`config.mk`:
```
export PLATFORM = sky130hd
export DESIGN_NAME = lsu_dword_access
export DESIGN_NICKNAME = d
export VERILOG_FILES = /design/src/rtl/lsu_dword_access.sv
export SDC_FILE = /design/constraint.sdc
export NUM_CORES = 1
export LEC_CHECK = 0
export ABC_CLOCK_PERIOD_IN_PS = 6500
export BUFFER_PORTS_ARGS = -buffer_cell sky130_fd_sc_hd__clkbuf_2
export CORE_AREA = 2 2 176 178
export CTS_BUF_LIST = sky130_fd_sc_hd__clkbuf_8
export DETAILED_ROUTE_END_ITERATION = 16
export DIE_AREA = 0 0 178 180
export GPL_TIMING_DRIVEN = 1
export PLACE_DENSITY = 0.68
export SLEW_MARGIN = 25
export SYNTH_ARGS = -nofsm -noshare
export SYNTH_HDL_FRONTEND = slang
export SYNTH_SLANG_ARGS = --single-unit
export TNS_END_PERCENT = 50
```
`constraint.sdc`:
```
create_clock -name clk -period 6.5 [get_ports clk]
set_clock_uncertainty 0.15 [all_clocks]
set_input_delay 0.65 -clock clk [delete_from_list [all_inputs] [get_ports clk]]
set_output_delay 0.65 -clock clk [all_outputs]
set_load 0.05 [all_outputs]
```
`src/rtl/lsu_dword_access.sv`:
```
// Doubleword LD/SD execution stage: forms base+imm, runs one request/ready
// memory transaction and reports completion status to the control FSM.
module lsu_dword_access #(
    parameter int DATA_W  = 64,
    parameter int ADDR_W  = 64,
    parameter int TIMEOUT = 16
) (
    input  logic              clk,
    input  logic              rst,
    input  logic              start,
    input  logic              is_load,
    input  logic              is_store,
    input  logic [DATA_W-1:0] base,
    input  logic [DATA_W-1:0] imm64,
    input  logic [DATA_W-1:0] store_data,
    output logic              mem_req,
    output logic              mem_we,
    output logic [ADDR_W-1:0] mem_addr,
    output logic [DATA_W-1:0] mem_wdata,
    input  logic              mem_ready,
    input  logic [DATA_W-1:0] mem_rdata,
    output logic              busy,
    output logic              done,
    output logic [1:0]        err_code,
    output logic [DATA_W-1:0] load_data
);
    typedef enum logic [1:0] {IDLE, ACCESS, DONE} state_t;

    localparam int CW = (TIMEOUT > 1) ? $clog2(TIMEOUT + 1) : 1;
    localparam logic [CW-1:0] TO = CW'(TIMEOUT);

    state_t            state, state_nxt;
    logic [CW-1:0]     cnt, cnt_inc;
    logic [ADDR_W-1:0] ea_now;
    logic [1:0]        err_nxt;

    assign ea_now  = ADDR_W'(base) + ADDR_W'(imm64);
    assign cnt_inc = cnt + 1'b1;

    // Handshake outputs decode straight from state so an async reset drops them at once.
    assign mem_req = (state == ACCESS);
    assign busy    = (state != IDLE);
    assign done    = (state == DONE);

    always_ff @(posedge clk or posedge rst) begin
        if (rst) state <= IDLE;
        else     state <= state_nxt;
    end

    always_comb begin
        state_nxt = state;
        err_nxt   = err_code;
        case (state)
            IDLE: if (start) begin
                if (is_load == is_store) begin
                    state_nxt = DONE;
                    err_nxt   = 2'd3;
                end else if (ea_now[2:0] != 3'd0) begin
                    state_nxt = DONE;
                    err_nxt   = 2'd1;
                end else begin
                    state_nxt = ACCESS;
                end
            end
            ACCESS: begin
                // mem_ready wins over a timeout landing on the same cycle
                if (mem_ready) begin
                    state_nxt = DONE;
                    err_nxt   = 2'd0;
                end else if (TIMEOUT != 0 && cnt_inc == TO) begin
                    state_nxt = DONE;
                    err_nxt   = 2'd2;
                end
            end
            DONE:    state_nxt = IDLE;
            default: state_nxt = IDLE;
        endcase
    end

    always_ff @(posedge clk or posedge rst) begin
        if (rst) begin
            mem_we    <= 1'b0;
            mem_addr  <= '0;
            mem_wdata <= '0;
            err_code  <= 2'd0;
            load_data <= '0;
            cnt       <= '0;
        end else begin
            err_code <= err_nxt;
            if (state == IDLE && start) begin
                mem_addr  <= ea_now;
                mem_wdata <= store_data;
                mem_we    <= is_store;
                cnt       <= '0;
            end
            if (state == ACCESS) begin
                cnt <= cnt_inc;
                if (mem_ready && !mem_we) load_data <= mem_rdata;
            end
        end
    end
endmodule
```
==> summary.md <==
| Metric | Value |
|---|---|
| Area Growth Syn to Fin | 28.32% |
| Average instance area after synthesis | 9.190 um2 |
| Placement-stage cell area | approximately 0.014 mm2 |
| Xor/xnor cell area share of the yosys netlist | 0.04332 |
| Number of DRC violations after detailed routing | 0 |
| Vias in the first global route | around 11000 |
| Number of maximum-capacitance constraint violations | 0 |
| Synth top area cells | sky130_fd_sc_hd__dfrtp_1 (44%), sky130_fd_sc_hd__nand2_1 (11%), sky130_fd_sc_hd__ha_1 (6.9%), sky130_fd_sc_hd__mux2_2 (6.4%), sky130_fd_sc_hd__a21oi_1 (3.6%) |
| Highest attainable clock frequency | about 290 MHz |
| Number of buffers between clock root and the deepest sink | 3 |
| Count of final setup violators | 0 |
| Setup WS post-layout | roughly 3.0 ns |
| Post-synthesis compound-gate area fraction | 0.1689 |
| Width of the die | between 150 and 200 um |
| Setup Crit Path Kind | primary input to register |
| Synth area leader | sky130_fd_sc_hd__dfrtp_1 |
| Number of instances resized during post-cts repair | 0 |
| Core footprint | just over 0.03 mm2 |
| Count of buffers from port buffering | 459 |
| Clock net sink count | between 200 and 250 |
| Setup repair after global routing missed its margin | no |
| Syn Std Cell Area | about 0.012 mm2 |
| Pre-CTS WS | ~2.4 ns |
| Hold WC Path Type | primary input to async pin |
| I/O pin count | 460 |
| Final TNS setup | 0 ns |
| Number of routed nets with antenna violations | 0 |
| Number of core rows | 64 |
| Initial DRC count | approximately 600 |
| Worst setup slack for register-to-register paths | around 4 ns |
| TritonCTS clock tree | built |
| Via count | ~11000 |
| GRT Overall Usage | 0.2218 |
| Full die area | roughly 0.032 mm2 |
| Max-slew violations | 0 |
| Gate count of the mapped netlist | 1254 |
| Hpwl dp | 28600 um |
| Data required time of the critical path | between 6 and 7 ns |
| Final Hold Viols | 0 |
| Post-route insts no fill | around 2100 |
| Clock period minus final worst setup slack | 3.486 ns |
| CP Launch Point | base[0] |
| Largest net degree at the start of global routing | between 80 and 90 |
| Synth Warn # | 0 |
| Count of flip-flops with a built-in enable after synthesis | 0 |
| Status | completed |
| Sequential-to-total area share from yosys stat | 0.4386 |
| Max rail drop VDD | approximately 200 uV |
| Worst-skew pair later-pin latency | 0.51 ns |
| Min Hold Slack | approximately 0.047 ns |
| CTS clock-pin slew for the worst setup and hold paths | about 0.06 ns |
| Layout net count | 2012 |
| Combinational family with the most area after synthesis | simple AND/OR/NAND/NOR gates |
| Post-CTS Setup Repair Bufs | 0 |
| FF-to-FF Start | state[0] |
| Simple-gate area share of the yosys netlist | 0.1757 |
| GR Overflow Total | 0 |
| Tcrit/Tclk final | 0.5364 |
| Finished layout cell area | between 0.01 and 0.015 mm2 |
| Root Buffer | sky130_fd_sc_hd__clkbuf_8 |
| Reported leakage power | 7.737 nW |
| Height of the die | 180 um |
| Nets in the synthesized netlist | around 1600 |
| Final cell utilization of the core | 0.4899 |
| Fraction of registers with async set or reset after synthesis | 1.000 |
| Most used flip-flop cell after synthesis | sky130_fd_sc_hd__dfrtp_1 |
| Slew @ Worst Pin | around 1.1 ns |
| Kind of start point of the critical path | primary input |
| Via count normalized by instance count | 5.098 |
| Share of synthesized area spent on multiplexers | 0.06449 |
| Final total power | a little under 6 mW |
| DP Cell Count | about 2000 |
| Starting utilization of the core area | 0.3818 |
| DR WL/cell | between 15 and 20 um |
| Synthesis-stage register bit count | approximately 200 |
| Clock buffers created by TritonCTS | 38 |
| Maximum net fanout on the critical path | 4 |
| Depth of the worst register-to-register path | 5 |
| Synth Area in Adders | 0.07122 |
| Number of antenna violations at the first check in global routing | 4 |
| Power density cells | 391.2 mW/mm2 |
| Number of levels the H-tree was split into | 2 |
| Share of post-route cells with drive strength above 1 | 0.3540 |
| Total of hold buffers inserted after clock tree synthesis | 0 |
| Total iterations of the first detailed-routing run | 5 |
| Share of the synthesized area in the top cell type | 0.4386 |
| Unique cell type count in the Yosys netlist | 73 |
| Data arrival time of the critical path | about 3.7 ns |
| Total detailed-routing wirelength | ~37000 um |
| Wire length of the first global-routing pass | approximately 57000 um |
| Worst rel slew slack | 0.2560 |
| Crit path capture type | register |
| Endpoint of the worst register-to-register path | mem_addr[62] |
| Placer's final routability congestion estimate | about 0.89 |
-- metal layers --
metal | up-vias | routed length [um] | global-route usage
li1 | 5239 | - | -
met1 | 5027 | 14780 | 0.2706
met2 | 432 | 17950 | 0.3777
met3 | 69 | 2799 | 0.05097
met4 | 0 | 1214 | 0.08525
met5 | - | 0 | 0
-- worst max-delay path by stage --
| stage | endpoint | slack (ns) | depth (start not counted) |
|---|---|---|---|
| 2_1_floorplan | cnt[0] | 0.19 | 1 |
| 3_3_place_gp | mem_addr[58] | 2.50 | 12 |
| 3_5_place_dp | mem_addr[58] | 2.43 | 12 |
| 4_1_cts | mem_addr[58] | 3.02 | 12 |
| 5_1_grt | mem_addr[30] | 2.86 | 12 |
| 6_report | mem_addr[30] | 3.01 | 12 |
-- synthesized netlist by cell type, types with 9 or more instances --
library cell and count:
sky130_fd_sc_hd__nand2_1 326, sky130_fd_sc_hd__dfrtp_1 202, sky130_fd_sc_hd__a21oi_1 83, sky130_fd_sc_hd__o21ai_0 80, sky130_fd_sc_hd__mux2_2 66, sky130_fd_sc_hd__ha_1 64
sky130_fd_sc_hd__clkbuf_1 46, sky130_fd_sc_hd__nor2_1 35, sky130_fd_sc_hd__a21o_1 34, sky130_fd_sc_hd__xnor2_1 29, sky130_fd_sc_hd__xor2_1 28, sky130_fd_sc_hd__inv_1 22
sky130_fd_sc_hd__nand3_1 22, sky130_fd_sc_hd__nand4_1 22, sky130_fd_sc_hd__buf_2 15, sky130_fd_sc_hd__o21bai_1 15, sky130_fd_sc_hd__nor3_1 13, sky130_fd_sc_hd__o211ai_1 13
sky130_fd_sc_hd__a211oi_1 10, sky130_fd_sc_hd__o21a_1 9
-- cell usage in the layout, fill, tap and decap left out, types with 3 or more instances in the layout --
cell type                   count
sky130_fd_sc_hd__dfrtp_1      202
sky130_fd_sc_hd__xnor2_1       29
sky130_fd_sc_hd__o21ai_1        7
sky130_fd_sc_hd__o21bai_1      15
sky130_fd_sc_hd__diode_2        4
sky130_fd_sc_hd__clkbuf_2     459
sky130_fd_sc_hd__a21oi_2        4
sky130_fd_sc_hd__nand2b_1       5
sky130_fd_sc_hd__a22oi_1        3
sky130_fd_sc_hd__o211ai_1      13
sky130_fd_sc_hd__and3_1         4
sky130_fd_sc_hd__o21a_1         9
sky130_fd_sc_hd__nor2_1        35
sky130_fd_sc_hd__buf_4          5
sky130_fd_sc_hd__mux2_2        66
sky130_fd_sc_hd__clkbuf_8      46
sky130_fd_sc_hd__o2111ai_1      4
sky130_fd_sc_hd__and4_1         6
sky130_fd_sc_hd__ha_1          64
sky130_fd_sc_hd__inv_1         37
sky130_fd_sc_hd__nor2b_1        6
sky130_fd_sc_hd__or3_1          8
sky130_fd_sc_hd__a31oi_1        4
sky130_fd_sc_hd__a21o_1        34
sky130_fd_sc_hd__o31ai_1        7
sky130_fd_sc_hd__nor3_1        13
sky130_fd_sc_hd__a21oi_1       83
sky130_fd_sc_hd__a211oi_1      10
sky130_fd_sc_hd__nand3b_1       3
sky130_fd_sc_hd__xor2_1        28
sky130_fd_sc_hd__nand2_1      325
sky130_fd_sc_hd__nand4_1       22
sky130_fd_sc_hd__o21ai_0       80
sky130_fd_sc_hd__nand3_1       22
-- where the power goes --
| part | total [mW] | internal (mW) | switching [mW] |
|---|---|---|---|
| logic | 2.72 | 0.666 | 2.05 |
| clock network | 1.23 | 0.681 | 0.550 |
| registers | 1.84 | 1.63 | 0.209 |
| total | 5.79 | 2.97 | 2.81 |
-- cells by family after synthesis --
logic type / count (synthesis)
muxes: 66
buffers and inverters: 95
AOI/OAI and AO/OA: 301
adders and majority gates: 65
and+or+nand+nor: 468
DFF: 202
xor gates and xnor gates: 57
-- worst max-delay path, cell delays in order --
cell	delay, ns
sky130_fd_sc_hd__clkbuf_2	0.08
sky130_fd_sc_hd__ha_1	0.21
sky130_fd_sc_hd__fa_1	0.51
sky130_fd_sc_hd__a211oi_1	0.37
sky130_fd_sc_hd__o21ai_1	0.20
sky130_fd_sc_hd__a221oi_2	0.52
sky130_fd_sc_hd__a21oi_2	0.16
sky130_fd_sc_hd__nand2b_1	0.23
sky130_fd_sc_hd__a311o_1	0.39
sky130_fd_sc_hd__a21oi_2	0.15
sky130_fd_sc_hd__xor2_1	0.16
sky130_fd_sc_hd__o21ai_1	0.07
-- final cells by class --
| cell class | instances | area [um2] |
|---|---|---|
| Fill cell | 2897 | 15400 |
| Tap cell | 396 | 495.5 |
| Antenna cell | 4 | 10.01 |
| Timing Repair Buffer | 464 | 2335 |
| Clock inverter | 21 | 121.4 |
| Clock buffer | 46 | 633.1 |
| Multi-Input combinational cell | 957 | 6050 |
| Sequential cell | 202 | 5055 |
| Inverter | 22 | 90.09 |
-- sequential cells by signal, indices dropped and copies added, names as in the netlist --
signal	count
load_data	64
mem_addr	64
mem_wdata	64
cnt	5
err_code	2
state	2
mem_we	1
Power figures use the tool's default switching activity.
